### src/rtl/piso_shift6_pkg.sv
// Shared definitions for the 6-bit serial link transmitter: state encoding and default word length.
package piso_shift6_pkg;

    localparam int unsigned PISO_DEF_WIDTH = 6;

    typedef enum logic {
        IDLE  = 1'b0,
        SHIFT = 1'b1
    } piso_state_e;

endpackage

### src/rtl/piso_hold_buf.sv
// One-entry word buffer that lets the next word wait while the current one is shifting out.
module piso_hold_buf
    import piso_shift6_pkg::*;
#(
    parameter int WIDTH = PISO_DEF_WIDTH
) (
    input  logic             clk,
    input  logic             reset,
    input  logic             i_wr,
    input  logic [WIDTH-1:0] i_data,
    input  logic             i_rd,
    output logic [WIDTH-1:0] o_data,
    output logic             o_full
);

    logic [WIDTH-1:0] r_data;
    logic             r_full;

    // Storage and occupancy; a read and a write on the same edge leaves the buffer full with the new word.
    always_ff @(posedge clk) begin
        if (reset) begin
            r_data <= {WIDTH{1'b0}};
            r_full <= 1'b0;
        end else begin
            if (i_wr) begin
                r_data <= i_data;
            end
            case ({i_wr, i_rd})
                2'b10:   r_full <= 1'b1;
                2'b01:   r_full <= 1'b0;
                2'b11:   r_full <= 1'b1;
                default: r_full <= r_full;
            endcase
        end
    end

    assign o_data = r_data;
    assign o_full = r_full;

endmodule

### src/rtl/piso_shift6.sv
// Parallel-in/serial-out transmitter: one word per WIDTH clocks on w/w_valid, with a one-word queue
// so consecutive words go out back-to-back.
module piso_shift6
    import piso_shift6_pkg::*;
#(
    parameter int WIDTH     = PISO_DEF_WIDTH,
    parameter int MSB_FIRST = 1
) (
    input  logic             clk,
    input  logic             reset,
    input  logic [WIDTH-1:0] din,
    input  logic             load_valid,
    output logic             load_ready,
    output logic             w,
    output logic             w_valid,
    output logic             busy,
    output logic             done
);

    localparam int CNT_W = (WIDTH > 1) ? $clog2(WIDTH) : 1;
    localparam logic [CNT_W-1:0] CNT_LAST = CNT_W'(WIDTH - 1);

    piso_state_e      r_state;
    logic [WIDTH-1:0] r_sreg;
    logic [CNT_W-1:0] r_cnt;
    logic             r_done;

    logic             w_accept;
    logic             w_last;
    logic             w_hold_wr;
    logic             w_hold_rd;
    logic             w_hold_full;
    logic [WIDTH-1:0] w_hold_data;
    logic [WIDTH-1:0] w_sreg_shift;
    logic             w_out_bit;

    assign w_accept  = load_valid && load_ready;
    assign w_last    = (r_state == SHIFT) && (r_cnt == CNT_LAST);
    // A word arriving on the last-bit edge with the buffer empty bypasses it straight into sreg.
    assign w_hold_wr = w_accept && (r_state == SHIFT) && !w_last;
    assign w_hold_rd = w_last && w_hold_full;

    piso_hold_buf #(
        .WIDTH(WIDTH)
    ) u_hold (
        .clk    (clk),
        .reset  (reset),
        .i_wr   (w_hold_wr),
        .i_data (din),
        .i_rd   (w_hold_rd),
        .o_data (w_hold_data),
        .o_full (w_hold_full)
    );

    // Shift toward the output end with zero fill, and select the output end of sreg.
    always_comb begin
        w_sreg_shift = {WIDTH{1'b0}};
        w_out_bit    = 1'b0;
        if (MSB_FIRST != 0) begin
            w_sreg_shift = {r_sreg[WIDTH-2:0], 1'b0};
            w_out_bit    = r_sreg[WIDTH-1];
        end else begin
            w_sreg_shift = {1'b0, r_sreg[WIDTH-1:1]};
            w_out_bit    = r_sreg[0];
        end
    end

    // Framing FSM: load, shift, and chain into the held or bypassed word at the last bit.
    always_ff @(posedge clk) begin
        if (reset) begin
            r_state <= IDLE;
            r_sreg  <= {WIDTH{1'b0}};
            r_cnt   <= {CNT_W{1'b0}};
            r_done  <= 1'b0;
        end else begin
            r_done <= 1'b0;
            case (r_state)
                IDLE: begin
                    if (w_accept) begin
                        r_sreg  <= din;
                        r_cnt   <= {CNT_W{1'b0}};
                        r_state <= SHIFT;
                    end
                end
                SHIFT: begin
                    if (w_last) begin
                        r_done <= 1'b1;
                        r_cnt  <= {CNT_W{1'b0}};
                        if (w_hold_full) begin
                            r_sreg <= w_hold_data;
                        end else if (w_accept) begin
                            r_sreg <= din;
                        end else begin
                            r_sreg  <= {WIDTH{1'b0}};
                            r_state <= IDLE;
                        end
                    end else begin
                        r_sreg <= w_sreg_shift;
                        r_cnt  <= r_cnt + CNT_W'(1);
                    end
                end
                default: begin
                    r_state <= IDLE;
                    r_sreg  <= {WIDTH{1'b0}};
                    r_cnt   <= {CNT_W{1'b0}};
                end
            endcase
        end
    end

    assign w          = w_out_bit;
    assign w_valid    = (r_state == SHIFT);
    assign busy       = (r_state == SHIFT) || w_hold_full;
    assign done       = r_done;
    assign load_ready = !w_hold_full;

endmodule
### config.mk
export PLATFORM = sky130hd
export DESIGN_NAME = piso_shift6
export DESIGN_NICKNAME = d
export VERILOG_FILES = /design/src/rtl/piso_shift6_pkg.sv /design/src/rtl/piso_hold_buf.sv /design/src/rtl/piso_shift6.sv
export SDC_FILE = /design/constraint.sdc
export NUM_CORES = 1
export LEC_CHECK = 0
export ABC_AREA = 1
export BUFFER_PORTS_ARGS = -buffer_cell sky130_fd_sc_hd__buf_2
export CAP_MARGIN = 20
export CORE_MARGIN = 2
export CORE_UTILIZATION = 40
export DETAILED_ROUTE_END_ITERATION = 16
export GPL_TIMING_DRIVEN = 0
export PLACE_DENSITY = 0.63
export SLEW_MARGIN = 20
export SYNTH_ARGS = -nofsm -noshare
export SYNTH_HDL_FRONTEND = slang
export SYNTH_SLANG_ARGS = --single-unit
### constraint.sdc
create_clock -name clk -period 1.1 [get_ports clk]
set_input_delay 0.11 -clock clk [delete_from_list [all_inputs] [get_ports clk]]
set_output_delay 0.11 -clock clk [all_outputs]
set_load 0.03 [all_outputs]
==> run_results.csv <==
group,metric,value,unit
grt,grt_max_degree,11,
grt,grt_pass1_wl,3640,um
yosys,synth_xor_xnor_area_share,0,%
yosys,synthDistinctLibCells,20,
cts,cts_buffer_depth,2,
timing,post-route-min-period,1.20,ns
finish,finalNonFillerCells,178,
finish,multi_input_area,561,um^2
timing,worst_pin_slew,0.442,ns
floorplanning,ios,14,
yosys,syn_inst,129,
yosys,synth.area.top_cells,"dfxtp_1, nand2_1, a21oi_1",
timing,fin_ws,-0.105,ns
placement,dp_hpwl,1430,um
grt,overflow,0,
finish,num-nets-final,163,
critical_path,required,1.28,ns
floorplanning,start_util,41.1,%
yosys,synth_seq_cells,18,
yosys,synthSimpleGateAreaFrac,36.3,%
cts,htreeDepth,1,
critical_path,reg2reg_from,"r_cnt[1]",
timing,hold_slack,0.0724,ns
placement,place_congestion,0.822,
power_and_ir_drop,cell_internal_pwr,0.977,mW
grt,grt_pass1_vias,858,
power_and_ir_drop,power_density,1170,nW/um^2
min_path,hp-class,"primary input to flop",
critical_path,timing.critical_path.cells,"inv_2 -> ha_4 -> nand2_8 -> nand2_8 -> nor2_8 -> inv_6 -> nand2_1 -> a21oi_2",
yosys,syn-cell-area,892,um^2
finish,diodes,0,
finish,seqCellArea,368,um^2
power_and_ir_drop,switching_share,31.9,%
route,wl,2260,um
yosys,synth_largest_area_cell,"dfxtp_1",
outcome,failed_checks,"setup timing",
cts,cts_buffers,3,
yosys,ys_seq_area_share,40.4,%
floorplanning,die_area,2620,um^2
cts,cts-root-buf,"clkbuf_4",
cts,cts_tree,"yes",
yosys,synth_top_area_share,40.4,%
yosys,synth_mux_area_share,0,%
timing,slew_viol_final,0,
floorplanning,die_h,51.2,um
power_and_ir_drop,seqPwrFrac,50.2,%
yosys,yosysWarnings,0,
critical_path,crit_type,"flop to flop",
yosys,synthAdderAreaFrac,2.81,%
route,drc_errors,0,
critical_path,crit_top_cell,"nand2_8",
job,drv_cap,0,
cts,cts.sinks,18,
grt,antenna_found_initial,0,
placement,numPortBuffers,12,
route,firstDrtPassIters,4,
finish,drive_above_1_share,35.3,%
power_and_ir_drop,ir_drop,0.723,mV
timing,fin_worst_skew,0.00582,ns
min_path,holdCritStartpoint,"din[1]",
placement,preCtsSetupSlack,-0.131,ns
power_and_ir_drop,clkPwrFrac,22.9,%
timing,hold_viol_final,0,
finish,area_growth,37.2,%
finish,post-route-util,56.4,%
timing,setup_violations,15,
route,ant_nets,0,
yosys,avgSynthCellArea,6.92,um^2
critical_path,crit_slowest_cell,"dfxtp_2",
power_and_ir_drop,power_frac_comb,26.9,%
yosys,syn-num-nets,140,
route,via_per_inst,5.11,
power_and_ir_drop,power.leakage,0.536,nW
power_and_ir_drop,switchingPower,0.457,mW
route,wl_per_cell,12.7,um
timing,setup-tns-final,-0.919,ns
timing,fmax,830,MHz
route,drtIter0Drc,9,
critical_path,cp.arrival,1.38,ns
outcome,status,"complete, but fails checks",
critical_path,slowest_delay,0.35,ns
yosys,synth_compound_area_share,12.1,%
finish,num-fill-cells,217,
cts,holdBufCountCts,0,
timing,post-route-period-util,110,%
yosys,synth_top_family_by_area,"simple AND/OR/NAND/NOR gates",
timing,slew_headroom,70.6,%
floorplanning,placementRows,17,
floorplanning,core_area,2170,um^2
critical_path,path_buf_inv,2,
critical_path,startpoint_type,"flop",
grt,grtUsageTotal,18.9,%
critical_path,startpoint,"r_cnt[1]",
critical_path,cp_max_fo,8,
critical_path,crit_family,"simple AND/OR/NAND/NOR gates",
route,num_vias,909,
finish,final_cell_mix,"nand2_1, nor2_1, nand3_1, dfxtp_1, buf_2",
critical_path,endpoint_kind,"flop",
floorplanning,die_w,51.2,um
timing,rsz0062_at_grt,"true",
cts,clk_pin_slew,0.10,ns
finish,final_common_cell,"nand2_1",
cts,insertion_delay,0.29,ns
placement,dp_cells,169,
==> flip-flops by register name, summed over array words and instances (netlist names) <==
name	cells
r_sreg	6
w_valid	1
r_cnt	3
done	1
u_hold.o_full	1
u_hold.o_data	6
==> Yosys cell counts, drive strengths merged <==
cell    number
o22ai        1
dfxtp       18
ha           2
nor2        16
nand2       41
a31oi        1
o21ai        5
buf          3
or2          1
clkbuf       1
a21oi       14
nand3       14
inv         12
==> final cells by class <==
class | instances | share of cell area, %
Sequential cell | 18 | 30.1
Multi-Input combinational cell | 95 | 45.8
Buffer | 4 | 3.58
Clock buffer | 3 | 1.84
Timing Repair Buffer | 18 | 9.92
Inverter | 12 | 5.93
Tap cell | 28 | 2.86
==> per-stage QoR <==
stage / area, um^2 / total power, mW
6_report: 1220 / 1.43
5_1_grt: 1220 / 1.52
4_1_cts: 1140 / 1.40
3_5_place_dp: 1020 / 1.02
3_3_place_gp: 1020 / 1.01
2_1_floorplan: 921 / 0.937
==> cell families (layout without fill, tap and decap cells) <==
group | Yosys count | in the layout
buffers and inverters | 16 | 37
and+or+nand+nor | 72 | 72
AOI/OAI and AO/OA | 21 | 21
DFF | 18 | 18
adders and majority gates | 2 | 2
==> worst min-delay path, stage by stage <==
cell     delay (ns)
buf_2          0.10
nand2_1        0.06
a21oi_1        0.05
==> power groups by stage <==
stage | combinational (mW) | clock, mW | sequential, mW
4_1_cts | 0.347 | 0.337 | 0.717
2_1_floorplan | 0.196 | 0 | 0.740
3_3_place_gp | 0.283 | 0 | 0.728
5_1_grt | 0.420 | 0.375 | 0.725
3_5_place_dp | 0.287 | 0 | 0.730
6_report | 0.386 | 0.329 | 0.720
==> worst paths after layout <==
| check | endpoint | slack [ns] | depth (start not counted) |
|---|---|---|---|
| worst max-delay path | u_hold.o_data[0] | -0.10 | 8 |
| worst min-delay path | u_hold.o_data[1] | 0.07 | 3 |
| worst max register to register | u_hold.o_data[0] | -0.10 | 8 |
| worst min register to register | u_hold.o_data[4] | 0.47 | 2 |
==> timing repair <==
action / in CTS / in global routing
gates resized for setup: 23 / 17
pin swaps: 9 / 2
endpoints found under the hold margin: 0 / 0
buffers inserted: 3 / 3
setup endpoints to repair: 17 / 18
==> per-layer routing <==
layer / track usage (%) / vias up / wire [um]
li1: - / 459 / -
met1: 23.6 / 417 / 989
met2: 28.8 / 28 / 1110
met3: 4.09 / 5 / 115
met4: 13.2 / 0 / 44
met5: 0 / - / 0
Note: power is estimated with default switching activity, not from simulation.
